$ cat config.mk
export PLATFORM = sky130hd
export DESIGN_NAME = rtc_core
export DESIGN_NICKNAME = d
export VERILOG_FILES = /design/src/rtl/clock_pkg.sv /design/src/rtl/bcd_days_in_month.sv /design/src/rtl/rtc_core.sv
export SDC_FILE = /design/constraint.sdc
export NUM_CORES = 1
export LEC_CHECK = 0
export ABC_AREA = 1
export CAP_MARGIN = 25
export CELL_PAD_IN_SITES_DETAIL_PLACEMENT = 0
export CELL_PAD_IN_SITES_GLOBAL_PLACEMENT = 1
export CORE_MARGIN = 2
export CORE_UTILIZATION = 41
export CTS_CLUSTER_SIZE = 24
export DETAILED_ROUTE_END_ITERATION = 6
export DONT_BUFFER_PORTS = 1
export PLACE_DENSITY = 0.84
export SYNTH_ARGS = -nofsm -noshare
export SYNTH_HDL_FRONTEND = slang
export SYNTH_SLANG_ARGS = --single-unit
export TNS_END_PERCENT = 100
$ cat constraint.sdc
create_clock -name clk -period 2.55 [get_ports clk]
set_input_delay 0.51 -clock clk [delete_from_list [all_inputs] [get_ports clk]]
set_output_delay 0.51 -clock clk [all_outputs]
set_load 0.05 [all_outputs]
$ cat src/rtl/clock_pkg.sv
// Shared BCD calendar limits, month codes and digit helpers for the RTC.
// The leap-year helper is only used when RTC_LEAP_YEAR_EN is defined.
package clock_pkg;

    localparam logic [7:0]  SEC_MAX   = 8'h59;
    localparam logic [7:0]  MIN_MAX   = 8'h59;
    localparam logic [7:0]  HOUR_MAX  = 8'h23;
    localparam logic [7:0]  MONTH_MAX = 8'h12;
    localparam logic [7:0]  DAY_MIN   = 8'h01;
    localparam logic [15:0] YEAR_MAX  = 16'h9999;

    localparam logic [15:0] RST_YEAR  = 16'h2000;
    localparam logic [7:0]  RST_MONTH = 8'h01;
    localparam logic [7:0]  RST_DAY   = 8'h01;

    typedef enum logic [7:0] {
        MONTH_JAN = 8'h01, MONTH_FEB = 8'h02, MONTH_MAR = 8'h03,
        MONTH_APR = 8'h04, MONTH_MAY = 8'h05, MONTH_JUN = 8'h06,
        MONTH_JUL = 8'h07, MONTH_AUG = 8'h08, MONTH_SEP = 8'h09,
        MONTH_OCT = 8'h10, MONTH_NOV = 8'h11, MONTH_DEC = 8'h12
    } month_e;

    // Two-digit BCD increment; callers handle the wrap at their own limit.
    function automatic logic [7:0] bcd_inc8(input logic [7:0] v);
        logic [7:0] r;
        if (v[3:0] == 4'h9) begin
            r = {v[7:4] + 4'h1, 4'h0};
        end else begin
            r = {v[7:4], v[3:0] + 4'h1};
        end
        return r;
    endfunction

    function automatic logic [15:0] bcd_inc16(input logic [15:0] v);
        logic [15:0] r;
        if (v[7:0] == 8'h99) begin
            r = {bcd_inc8(v[15:8]), 8'h00};
        end else begin
            r = {v[15:8], bcd_inc8(v[7:0])};
        end
        return r;
    endfunction

    // 10t+o is divisible by 4 exactly when 2t+o is: even tens need o in {0,4,8}, odd tens o in {2,6}.
    function automatic logic bcd_div4(input logic [7:0] v);
        logic r;
        case (v[3:0])
            4'h0, 4'h4, 4'h8: r = ~v[4];
            4'h2, 4'h6:       r = v[4];
            default:          r = 1'b0;
        endcase
        return r;
    endfunction

endpackage

$ cat src/rtl/bcd_days_in_month.sv
// Combinational maximum day (BCD) of a month; February gets 29 in leap years
// only when RTC_LEAP_YEAR_EN is defined, all arithmetic done on BCD digits.
module bcd_days_in_month
    import clock_pkg::*;
(
    input  logic [7:0]  month_bcd,
    input  logic [15:0] year_bcd,
    output logic [7:0]  max_day
);

    logic leap_s;

`ifdef RTC_LEAP_YEAR_EN
    // Century years are leap only when the century digits divide by 4.
    always_comb begin
        if (year_bcd[7:0] == 8'h00) begin
            leap_s = bcd_div4(year_bcd[15:8]);
        end else begin
            leap_s = bcd_div4(year_bcd[7:0]);
        end
    end
`else
    logic unused_year_s;
    assign unused_year_s = ^year_bcd;
    assign leap_s        = 1'b0;
`endif

    // Month length lookup; out-of-range months fall back to 31.
    always_comb begin
        max_day = 8'h31;
        case (month_bcd)
            MONTH_JAN, MONTH_MAR, MONTH_MAY, MONTH_JUL,
            MONTH_AUG, MONTH_OCT, MONTH_DEC:             max_day = 8'h31;
            MONTH_APR, MONTH_JUN, MONTH_SEP, MONTH_NOV:  max_day = 8'h30;
            MONTH_FEB:                                   max_day = leap_s ? 8'h29 : 8'h28;
            default:                                     max_day = 8'h31;
        endcase
    end

endmodule

$ cat src/rtl/rtc_core.sv
// BCD real-time clock: prescaler, single-edge full carry cascade and loader.
// Leap-year February is enabled by defining RTC_LEAP_YEAR_EN.
module rtc_core
    import clock_pkg::*;
#(
    parameter int CLK_HZ = 100000000
) (
    input  logic        clk,
    input  logic        rst,
    input  logic        run,
    input  logic        load,
    input  logic [15:0] year_bcd_in,
    input  logic [7:0]  month_bcd_in,
    input  logic [7:0]  day_bcd_in,
    input  logic [7:0]  hour_bcd_in,
    input  logic [7:0]  minute_bcd_in,
    input  logic [7:0]  second_bcd_in,
    output logic [15:0] year_bcd,
    output logic [7:0]  month_bcd,
    output logic [7:0]  day_bcd,
    output logic [7:0]  hour_bcd,
    output logic [7:0]  minute_bcd,
    output logic [7:0]  second_bcd,
    output logic        sec_pulse
);

    localparam int            PW        = (CLK_HZ > 1) ? $clog2(CLK_HZ) : 1;
    localparam logic [PW-1:0] PRESC_MAX = PW'(CLK_HZ - 1);

    logic [PW-1:0] presc_r;
    logic [15:0]   year_r;
    logic [7:0]    month_r, day_r, hour_r, minute_r, second_r;
    logic          sec_pulse_r;

    logic [7:0]    max_day_cnt_s, max_day_ld_s, load_day_s;
    logic          min_step_s, hour_step_s, day_step_s, month_step_s, year_step_s;
    logic [15:0]   year_nxt_s;
    logic [7:0]    month_nxt_s, day_nxt_s, hour_nxt_s, minute_nxt_s, second_nxt_s;

    bcd_days_in_month u_dim_cnt (
        .month_bcd (month_r),
        .year_bcd  (year_r),
        .max_day   (max_day_cnt_s)
    );

    bcd_days_in_month u_dim_ld (
        .month_bcd (month_bcd_in),
        .year_bcd  (year_bcd_in),
        .max_day   (max_day_ld_s)
    );

    // Carry chain: each field steps only when every lower field wraps this second.
    always_comb begin
        min_step_s   = (second_r == SEC_MAX);
        hour_step_s  = min_step_s  && (minute_r == MIN_MAX);
        day_step_s   = hour_step_s && (hour_r == HOUR_MAX);
        month_step_s = day_step_s  && (day_r >= max_day_cnt_s);
        year_step_s  = month_step_s && (month_r >= MONTH_MAX);

        second_nxt_s = min_step_s ? 8'h00 : bcd_inc8(second_r);
        minute_nxt_s = hour_step_s ? 8'h00 : (min_step_s ? bcd_inc8(minute_r) : minute_r);
        hour_nxt_s   = day_step_s ? 8'h00 : (hour_step_s ? bcd_inc8(hour_r) : hour_r);
        day_nxt_s    = month_step_s ? DAY_MIN : (day_step_s ? bcd_inc8(day_r) : day_r);
        month_nxt_s  = year_step_s ? RST_MONTH : (month_step_s ? bcd_inc8(month_r) : month_r);
        if (year_step_s) begin
            year_nxt_s = (year_r == YEAR_MAX) ? 16'h0000 : bcd_inc16(year_r);
        end else begin
            year_nxt_s = year_r;
        end
    end

    // Loaded day is clamped into 01..days_in_month of the loaded month/year.
    always_comb begin
        if (day_bcd_in > max_day_ld_s) begin
            load_day_s = max_day_ld_s;
        end else if (day_bcd_in == 8'h00) begin
            load_day_s = DAY_MIN;
        end else begin
            load_day_s = day_bcd_in;
        end
    end

    // Time registers: load wins over advance; prescaler holds while run is low.
    always_ff @(posedge clk or posedge rst) begin
        if (rst) begin
            presc_r     <= '0;
            year_r      <= RST_YEAR;
            month_r     <= RST_MONTH;
            day_r       <= RST_DAY;
            hour_r      <= 8'h00;
            minute_r    <= 8'h00;
            second_r    <= 8'h00;
            sec_pulse_r <= 1'b0;
        end else if (load) begin
            presc_r     <= '0;
            year_r      <= year_bcd_in;
            month_r     <= month_bcd_in;
            day_r       <= load_day_s;
            hour_r      <= hour_bcd_in;
            minute_r    <= minute_bcd_in;
            second_r    <= second_bcd_in;
            sec_pulse_r <= 1'b0;
        end else if (run && (presc_r == PRESC_MAX)) begin
            presc_r     <= '0;
            year_r      <= year_nxt_s;
            month_r     <= month_nxt_s;
            day_r       <= day_nxt_s;
            hour_r      <= hour_nxt_s;
            minute_r    <= minute_nxt_s;
            second_r    <= second_nxt_s;
            sec_pulse_r <= 1'b1;
        end else if (run) begin
            presc_r     <= presc_r + PW'(1);
            sec_pulse_r <= 1'b0;
        end else begin
            sec_pulse_r <= 1'b0;
        end
    end

    assign year_bcd   = year_r;
    assign month_bcd  = month_r;
    assign day_bcd    = day_r;
    assign hour_bcd   = hour_r;
    assign minute_bcd = minute_r;
    assign second_bcd = second_r;
    assign sec_pulse  = sec_pulse_r;

endmodule

* After elaboration in Yosys (flattened, before gate mapping) *
Cells that the tools add are included.

storage, ports and cells
  output and inout bits = 57
  bits in registers = 84
  logic and storage cells = 133
  input bits = 60

cells by class
  magnitude comparators = 3
  multiplexer cells = 40
  reductions and logical operators = 36
  add/sub/neg operators = 15
  equality and inequality tests = 23

operators by type and width
  operator                                             count
  2-to-1 mux 8 bit                                     28
  2-to-1 mux 27 bit                                    3
  2-to-1 mux 16 bit                                    5
  adder 4 x 1 -> 4 bit, second input constant          14
  nonzero test 3 bit                                   12
  == test 8 x 3 -> 1 bit, second input constant        4
  == test 4 bit, second input constant                 7
  adder 27 x 1 -> 27 bit, second input constant        1
  == test 27 bit, second input constant                1
  case mux 5 bit (2 select lines)                      2
  AND reduction 3 bit                                  6
  == test 16 bit, second input constant                1
  == test 8 x 2 -> 1 bit, second input constant        2
  == test 8 x 4 -> 1 bit, second input constant        2
  == test 8 x 5 -> 1 bit, second input constant        2
  == test 8 x 7 -> 1 bit, second input constant        2
  AND reduction 2 bit                                  6
  == test 8 x 6 -> 1 bit, second input constant        1
  == test 8 bit, second input constant                 1
  >= comparator 8 x 5 -> 1 bit, second input constant  1
  >= comparator 8 bit                                  1
  greater-than comparator 8 bit                        1
  zero test 8 bit                                      1
  OR reduction 4 bit                                   2
  other kinds (5)                                      11

* Depth between registers and ports, before layout *
Gate-level depths: netlist of run 1.

  word-level depth = 9
  mapped depth = 21

* Cells and area by module *
From an unflattened synthesis of run 1, not the netlist that was laid out.

unflattened totals
  cells, all modules = 920
  area total of the unflattened synthesis = 6386.1 um^2

by module, submodules not included
  module             area an instance (um^2)  times used  cells each
  rtc_core           6108.4                   1           864
  bcd_days_in_month  138.9                    2           28

* Worst setup path before layout of run 1 *
Ideal clock, no wire load.

  path type = register to register
  start = register month_r[3] (netlist: month_bcd[3])
  end = register day_r[4] (netlist: day_bcd[4])
  data arrival time = 2522 ps
  library setup time = 118 ps
  cell stages (with the launch flop) = 19
  setup slack = -90 ps
  cell sequence = dfrtp_1 > inv_1 > nor3_1 > a31oi_1 > o21ai_0 > nor2_1 > ha_1 > nor2_1 > nand2_1 > nand2_1 > nand2_1 > nand2_1 > nand2_2 > nand2_2 > nand2_1 > nand2_2 > inv_2 > nand2_1 > nand2_1

on the way
  longest elaborated chain between the ends = 8

ends and longest elaborated chain
  item                                                  RTL line                 source
  from (decl)                                           rtc_core.sv:32           logic [7:0] month_r, day_r, hour_r, minute_r, second_r;
  from (signal assigned)                                rtc_core.sv:97           month_r <= month_bcd_in;
  from (signal assigned)                                rtc_core.sv:106          month_r <= month_nxt_s;
  == test 8 x 3 -> 1 bit, or another cell as far along  bcd_days_in_month.sv:31  case (month_bcd)
  OR reduction 4 bit                                    bcd_days_in_month.sv:31
  case mux 5 bit (2 select lines) *                     bcd_days_in_month.sv:31
  >= comparator 8 bit *                                 rtc_core.sv:57           month_step_s = day_step_s && (day_r >= max_day_cnt_s);
  logical AND 1 bit *                                   rtc_core.sv:57
  2-to-1 mux 8 bit                                      rtc_core.sv:63           day_nxt_s = month_step_s ? DAY_MIN : (day_step_s ? bcd_inc8(day_r) : day_r);
  2-to-1 mux 8 bit                                      rtc_core.sv:103          end else if (run && (presc_r == PRESC_MAX)) begin
  2-to-1 mux 8 bit                                      rtc_core.sv:94           end else if (load) begin
  to (signal assigned)                                  rtc_core.sv:98           day_r <= load_day_s;
  to (signal assigned)                                  rtc_core.sv:107          day_r <= day_nxt_s;
  to (decl)                                             rtc_core.sv:32

Mark *: on every way between the ends. The rest lies on a longest branch, timed or not. The select of a mux whose other input is x is not followed.
A chain may end at the register's enable or synchronous reset.

* Worst setup path after layout of run 1 *
  start = register month_r[0] (netlist: month_bcd[0])
  end = register year_r[11] (netlist: year_bcd[11])

on the way
  longest elaborated chain between the ends = 8

ends and longest elaborated chain
  item                                                  RTL line                 source
  == test 8 x 3 -> 1 bit, or another cell as far along  bcd_days_in_month.sv:31
  OR reduction 4 bit                                    bcd_days_in_month.sv:31
  case mux 5 bit (2 select lines)                       bcd_days_in_month.sv:31
  >= comparator 8 bit                                   rtc_core.sv:57
  logical AND 1 bit                                     rtc_core.sv:57
  logical AND 1 bit *                                   rtc_core.sv:58           year_step_s = month_step_s && (month_r >= MONTH_MAX);
  nonzero test 2 bit (no line) *                        -
  AND reduction 3 bit (no line) *                       -
  to (signal assigned)                                  rtc_core.sv:96           year_r <= year_bcd_in;
  to (signal assigned)                                  rtc_core.sv:105          year_r <= year_nxt_s;
  to (decl)                                             rtc_core.sv:31           logic [15:0] year_r;

Mark *: on every way between the ends. The rest lies on a longest branch, timed or not.

==> results by group, run 1 <==
Die
  – Core Rows: 44
  – Die width: 124.8 µm
  – Die ar.: 15570 µm²
  – Die Ht: 124.8 µm
  – Initial Util: 41.61%
  – IO Pins: 117
  – CORE AREA: 14370 µm²

Cells and area
  – Sequential cell area: 2107 µm²
  – Area growth, synth to finish: 17.77%
  – Multi-input gate area: 3455 µm²
  – Antenna Cells: 0
  – Design area: 7042 µm²
  – Layout Nets: 1024
  – Commonest non-fill, non-tap cells in the layout: 273 x nand2_1, 99 x inv_1, 80 x dfrtp_1
  – Util after Layout: 49.01%
  – Fillers: 1438
  – Commonest non-fill, non-tap cell in the layout: nand2_1
  – Share of cells above drive strength 1: 14.29%

Yosys
  – Synthesized Nets: 962
  – Avg Inst Size Synth: 6.865 µm²
  – Seq/Total Area, Yosys: 35.22%
  – Synth unique cells: 41
  – Primary FF master, synth: dfrtp_1
  – Asr flop ratio synth: 100.0%
  – Synth top area share: 33.90%
  – Number of synthesized flops with an enable pin: 0
  – Cell type with the largest total area after synthesis: dfrtp_1
  – Synth Cell Area: 5979 µm²
  – Area contributors post-synth: dfrtp_1 34%, nand2_1 18%, ha_1 6.5%
  – Number of synthesis warnings: 0
  – Number of synthesized register bits: 84
  – Gate Count Post-Synth: 871

Placement
  – GPL Wtd Cong: 0.8495
  – Placed cell area: 6574 µm²
  – I/O Buffers: 0
  – Detail Placement HPWL: 12300 µm

Timing
  – Ratio of final minimum period to clock period: 93.10%
  – Setup TNS: 0 ns
  – Final setup fails: 0
  – Fmax: 421.2 MHz
  – Slew margin rel.: 57.66%
  – Final Max Tran Viols: 0
  – Hold violation count in the final report: 0
  – Post-layout min period: 2.374 ns
  – WHS: 0.1087 ns
  – RSZ-0062 raised after global routing: true
  – Actual slew at the worst max-slew pin: 0.6351 ns
  – Clock skew: 0.005112 ns

Route
  – Vias post-DR: 5653
  – Antenna violation net count after detailed routing: 0
  – Iteration-0 DRC count of the detailed router: 357
  – Drc violations: 0
  – Detailed Route WL: 16160 µm
  – Post-DR vias/cell: 5.038
  – Wire per inst: 14.40 µm
  – First drt pass iteration count: 5

GRT
  – Number of global-route vias before repair: 5465
  – Pin count of the biggest net entering global routing: 66
  – First-pass GRT wire length: 26830 µm
  – Remaining Overflow, GRT: 0
  – GRT Util Overall: 21.00%
  – Initial antenna violation count: 0

Clock tree
  – H-Tree Depth: 3
  – CTS tree: yes
  – CTS Sinks: 84
  – CTS Hold Bufs: 0
  – Clock Latency Late Sink: 0.35 ns
  – Clock Path Buffers: 2
  – TritonCTS Buffers: 9
  – CTS root buf: clkbuf_16
  – Clock-pin slew on the worst setup and hold paths: 0.06 ns

Job
  – Total of max-cap violations: 0

Worst setup path
  – CP Launch Type: register
  – Critical path data arrival time: 2.61 ns
  – R2r setup slk: 0.18 ns
  – Setup crit end kind: register
  – CP max FO: 6
  – WS Path Type: reg -> reg
  – Worst path required time: 2.79 ns

Pwr
  – Pwr dens: 811.8 nW/µm²
  – Combinational fraction of design power: 41.8%
  – Flop pwr share: 33.1%
  – Clock share of power: 25.1%
  – Sw Share: 44.14%
  – P_leak: 0.003472 µW
  – Pint: 3193 µW
  – Total power: 5717 µW
  – IR drop worst, VDD: 0.0003765 V
  – Switching power of the nets: 2523 µW

Worst hold path
  – Hold Path Class: in -> async

Status
  – Run status: complete, no violations
-- metal layers --
layer / up-vias / GRT usage (%) / wire, µm
li1: 2926 / - / -
met1: 2585 / 28.38 / 7538
met2: 126 / 34.36 / 7556
met3: 16 / 3.866 / 821
met4: 0 / 6.213 / 240
met5: - / 0 / 0
-- worst paths after layout --
check,from,end,depth (start not counted)
min,rst,presc_r[1],1
min reg2reg,presc_r[10],presc_r[10],1
max reg2reg,month_bcd[0],year_bcd[11],17
min in group clk,load,sec_pulse,1
max in group asynchronous,rst,minute_bcd[1],2
max,month_bcd[0],year_bcd[11],17
-- cell families (layout without fill, tap and decap cells) --
| group | Yosys count | after routing | synth area share, % |
|---|---|---|---|
| simple gates | 505 | 506 | 37.00 |
| buf+inv | 124 | 190 | 8.349 |
| compound gates | 99 | 99 | 8.851 |
| flops | 84 | 84 | 35.22 |
| fa+ha+maj | 31 | 31 | 6.487 |
| xor+xnor | 28 | 28 | 4.101 |
-- power by group through the flow --
| stage | registers, µW | clock network, µW | logic [µW] |
|---|---|---|---|
| 3_5_place_dp | 1910 | 0 | 2330 |
| 2_1_floorplan | 2680 | 0 | 913 |
| 3_3_place_gp | 1900 | 0 | 2320 |
| 5_1_grt | 1930 | 1510 | 2630 |
| 6_report | 1890 | 1430 | 2390 |
| 4_1_cts | 1890 | 1450 | 2360 |
-- cell type report --
type	count	area share, %
Multi-Input combinational cell	664	49.06
Sequential cell	84	29.92
Timing Repair Buffer	65	7.267
Inverter	109	5.952
Clock buffer	12	3.500
Tap cell	184	3.269
Clock inverter	4	1.031
-- Yosys cell counts, types with 3 or more instances --
cell and count:
nand2_1 284, xor2_1 17, inv_1 102, nor2_4 4, o211ai_1 3, o31ai_1 4, clkbuf_1 8, xnor2_1 11
nand2_4 4, nand3_1 77, nand2_2 7, nor2_1 77, nand3b_1 5, buf_2 3, dfstp_2 3, nor2_2 6
nor3_1 18, o21ai_0 62, a21oi_1 22, nand4_1 13, inv_2 4, ha_1 31, dfrtp_1 81, nor4_1 5
-- sequential cells by signal, indices dropped and copies added, names as in the netlist --
name        count
minute_bcd      8
sec_pulse       1
year_bcd       16
second_bcd      8
month_bcd       8
presc_r        27
day_bcd         8
hour_bcd        8
-- worst max-delay path: stages (launching register included) --
cell	delay, ns
dfstp_2	0.56
nand2_2	0.08
nor3_4	0.12
a31oi_1	0.07
o21ai_1	0.14
nor2_1	0.06
ha_1	0.28
nor2_1	0.04
nand2_1	0.04
nand2_1	0.04
nand2_1	0.07
nand2_2	0.06
nand2_4	0.09
nand3_4	0.18
nor2_8	0.20
nand2_2	0.10
nand2_1	0.07
nand2_1	0.06
-- through the flow --
stage / cells / setup slack [ns]
floorplan: 871 / 0.01777
global placement: 1097 / 0.06086
detailed placement: 1097 / -0.02529
CTS: 1119 / 0.009666
global route: 1122 / -0.1046
finish: 1122 / 0.1760
-- repair_timing --
item,4_1_cts,5_1_grt
cloned,1,0
pin swaps,1,8
buffers inserted,5,3
resized for setup,0,25
endpoints found under the setup margin,8,32
Note: power is estimated with default switching activity, not from simulation.
==> run 2, diff against run 1 <==
CORE_UTILIZATION = 42   (was 41)
PLACE_DENSITY = 0.86   (was 0.84)
SYNTH_HIERARCHICAL = 1   (was not set)
==> results by group, run 2 <==
Timing
  – Fmax: 428.3 MHz
  – Setup TNS: 0 ns
  – Final setup fails: 0
  – Post-layout min period: 2.335 ns
  – Ratio of final minimum period to clock period: 91.56%
  – Slew margin rel.: 55.36%
  – Final WS setup: 0.2153 ns
  – Hold violation count in the final report: 0
  – Final Max Tran Viols: 0
  – Actual slew at the worst max-slew pin: 0.6683 ns
  – Clock skew: 0.007426 ns

Yosys
  – Seq/Total Area, Yosys: 32.97%
  – Gate Count Post-Synth: 920
  – Synth Cell Area: 6386 µm²
  – Synth unique cells: 46
  – Cell type with the largest total area after synthesis: dfrtp_1
  – Number of synthesized register bits: 84
  – Number of synthesized flops with an enable pin: 0
  – Synth top area share: 31.74%
  – Area contributors post-synth: dfrtp_1 32%, nand2_1 17%, ha_1 8.2%
  – Number of synthesis warnings: 6
  – Top cells by count, synth: 282 x nand2_1, 112 x inv_1, 86 x nand3_1
  – Asr flop ratio synth: 100.0%
  – Avg Inst Size Synth: 6.941 µm²
  – Top-count cell post-synth: nand2_1
  – Primary FF master, synth: dfrtp_1

Clock tree
  – Clock-pin slew on the worst setup and hold paths: 0.06 ns
  – CTS root buf: clkbuf_16
  – TritonCTS Buffers: 9
  – Clock Path Buffers: 2
  – Clock Latency Late Sink: 0.35 ns
  – CTS Hold Bufs: 0
  – H-Tree Depth: 3
  – CTS Sinks: 84
  – CTS tree: yes

Die
  – Die Ht: 127.3 µm
  – Die width: 127.3 µm
  – CORE AREA: 15030 µm²
  – Die ar.: 16210 µm²
  – Initial Util: 42.48%
  – Core Rows: 45
  – IO Pins: 117

Worst setup path
  – WS Path Type: reg -> reg
  – Reg-to-reg endpoint: year_bcd[7]
  – Critical path data arrival time: 2.57 ns
  – RR Startpoint: month_bcd[0]
  – CP Launch Type: register
  – Setup crit end kind: register
  – CP max FO: 7
  – Worst path required time: 2.79 ns
  – R2r worst-path depth: 17
  – R2r setup slk: 0.22 ns

Route
  – First drt pass iteration count: 4
  – Antenna violation net count after detailed routing: 0
  – Wire per inst: 13.90 µm
  – Vias post-DR: 5870
  – Post-DR vias/cell: 5.009
  – Iteration-0 DRC count of the detailed router: 316
  – Drc violations: 0
  – Detailed Route WL: 16290 µm

Pwr
  – P_leak: 0.003607 µW
  – Pwr dens: 799.4 nW/µm²
  – Total power: 5875 µW
  – IR drop worst, VDD: 0.0005352 V

GRT
  – GRT Util Overall: 20.67%
  – Pin count of the biggest net entering global routing: 71
  – Remaining Overflow, GRT: 0
  – Number of global-route vias before repair: 5817
  – Initial antenna violation count: 0
  – First-pass GRT wire length: 27400 µm

Cells and area
  – Share of cells above drive strength 1: 12.60%
  – Area growth, synth to finish: 15.09%
  – Commonest non-fill, non-tap cells in the layout: 280 x nand2_1, 111 x inv_1, 86 x nand3_1
  – Max reg flops: 27
  – Reg with most FFs: presc_r
  – Util after Layout: 48.89%
  – Antenna Cells: 0
  – Layout Nets: 1081
  – Commonest non-fill, non-tap cell in the layout: nand2_1

Job
  – Total of max-cap violations: 0

Worst hold path
  – Hold Path Class: in -> async

Placement
  – Pre-CTS setup slack: 0.1133 ns
  – Detail Placement HPWL: 12420 µm
  – GPL Wtd Cong: 0.8985
  – I/O Buffers: 0

Status
  – Run status: complete, no violations
-- run 2: cell count changes after synthesis, sizes merged, moves of 4 or more --
| cell | previous run | this run |
|---|---|---|
| buf | 7 | 21 |
| o21ai | 65 | 51 |
| ha | 31 | 42 |
| inv | 107 | 118 |
| nand3 | 79 | 89 |
| nand2 | 295 | 288 |
| nor2 | 88 | 94 |
| xor2 | 17 | 23 |
| clkbuf | 8 | 3 |
| conb | 0 | 4 |
| o21a | 0 | 4 |
| o31ai | 4 | 8 |
-- run 2: cell type report --
class,count,area (µm²)
clock buffers,11,242.7
multi-input cells,701,3744
fillers,1559,7684
well taps,188,235.2
inverters,119,455.4
flip-flops and latches,84,2106
repair buffers,64,505.5
clock inverters,5,61.31
-- run 2: through the flow --
stage | cell area, µm² | hold WS, ns | cells
after floorplan | 6412 | 0.4751 | 926
after global placement | 6964 | 0.4988 | 1148
after detailed placement | 6964 | 0.5187 | 1148
after CTS | 7268 | 0.1493 | 1164
after global routing | 7350 | 0.1741 | 1172
final | 7350 | 0.1182 | 1172
-- run 2: worst max-delay path by stage --
stage                  from            to  slack, ns  depth (start not counted)
2_1_floorplan  month_bcd[5]    day_bcd[6]       0.05                         17
3_3_place_gp   month_bcd[5]  year_bcd[11]       0.20                         16
3_5_place_dp   month_bcd[5]  year_bcd[15]       0.11                         16
4_1_cts        month_bcd[5]  year_bcd[15]       0.11                         16
5_1_grt        month_bcd[0]   year_bcd[1]     -0.005                         17
6_report       month_bcd[0]   year_bcd[7]       0.22                         17
-- run 2: critical path, cell delays in order (launching register included) --
cell and delay (ns):
dfstp_2 0.59, nand2_1 0.07, nor2_1 0.08, nor2_1 0.05, nor2_1 0.10, nor2_1 0.05
ha_1 0.26, nand2_1 0.05, nor2_1 0.08, nor2_1 0.05, nand2_1 0.05, nand2_1 0.09
nand2_4 0.11, nand3_4 0.16, nor2_8 0.18, nand2_1 0.12, nand2_1 0.09, nand2_1 0.06
-- run 2: cell families (layout without fill, tap and decap cells) --
kind of cell	count (synthesis)	in the layout	share of synthesized area [%]
flip-flops	84	84	32.97
XOR/XNOR	34	34	4.663
adder cells (fa/ha/maj)	42	42	8.229
AO/OA/AOI/OAI	95	95	8.327
buffers and inverters	143	199	9.326
other	4	10	0.2350
AND/OR/NAND/NOR	518	520	36.25
-- run 2: what timing repair did --
item                       in CTS  in global routing
setup endpoints to repair       0                 22
resized for setup               0                  4
setup buffers                   0                  6
-- run 2: routing by layer --
| layer | vias to the layer above | track usage, % | part of all wire [%] |
|---|---|---|---|
| li1 | 3050 | - | - |
| met1 | 2696 | 26.39 | 46 |
| met2 | 109 | 35.36 | 48 |
| met3 | 15 | 4.062 | 4.9 |
| met4 | 0 | 6.464 | 1.4 |
| met5 | - | 0 | 0 |
-- run 2: report_power, final --
part	total [µW]	internal (µW)	switching, µW	leakage [µW]
Clock	1370	790	581	0.000138
Sequential	1870	1590	285	0.00108
Combinational	2630	804	1830	0.00239
Total	5880	3180	2690	0.00361
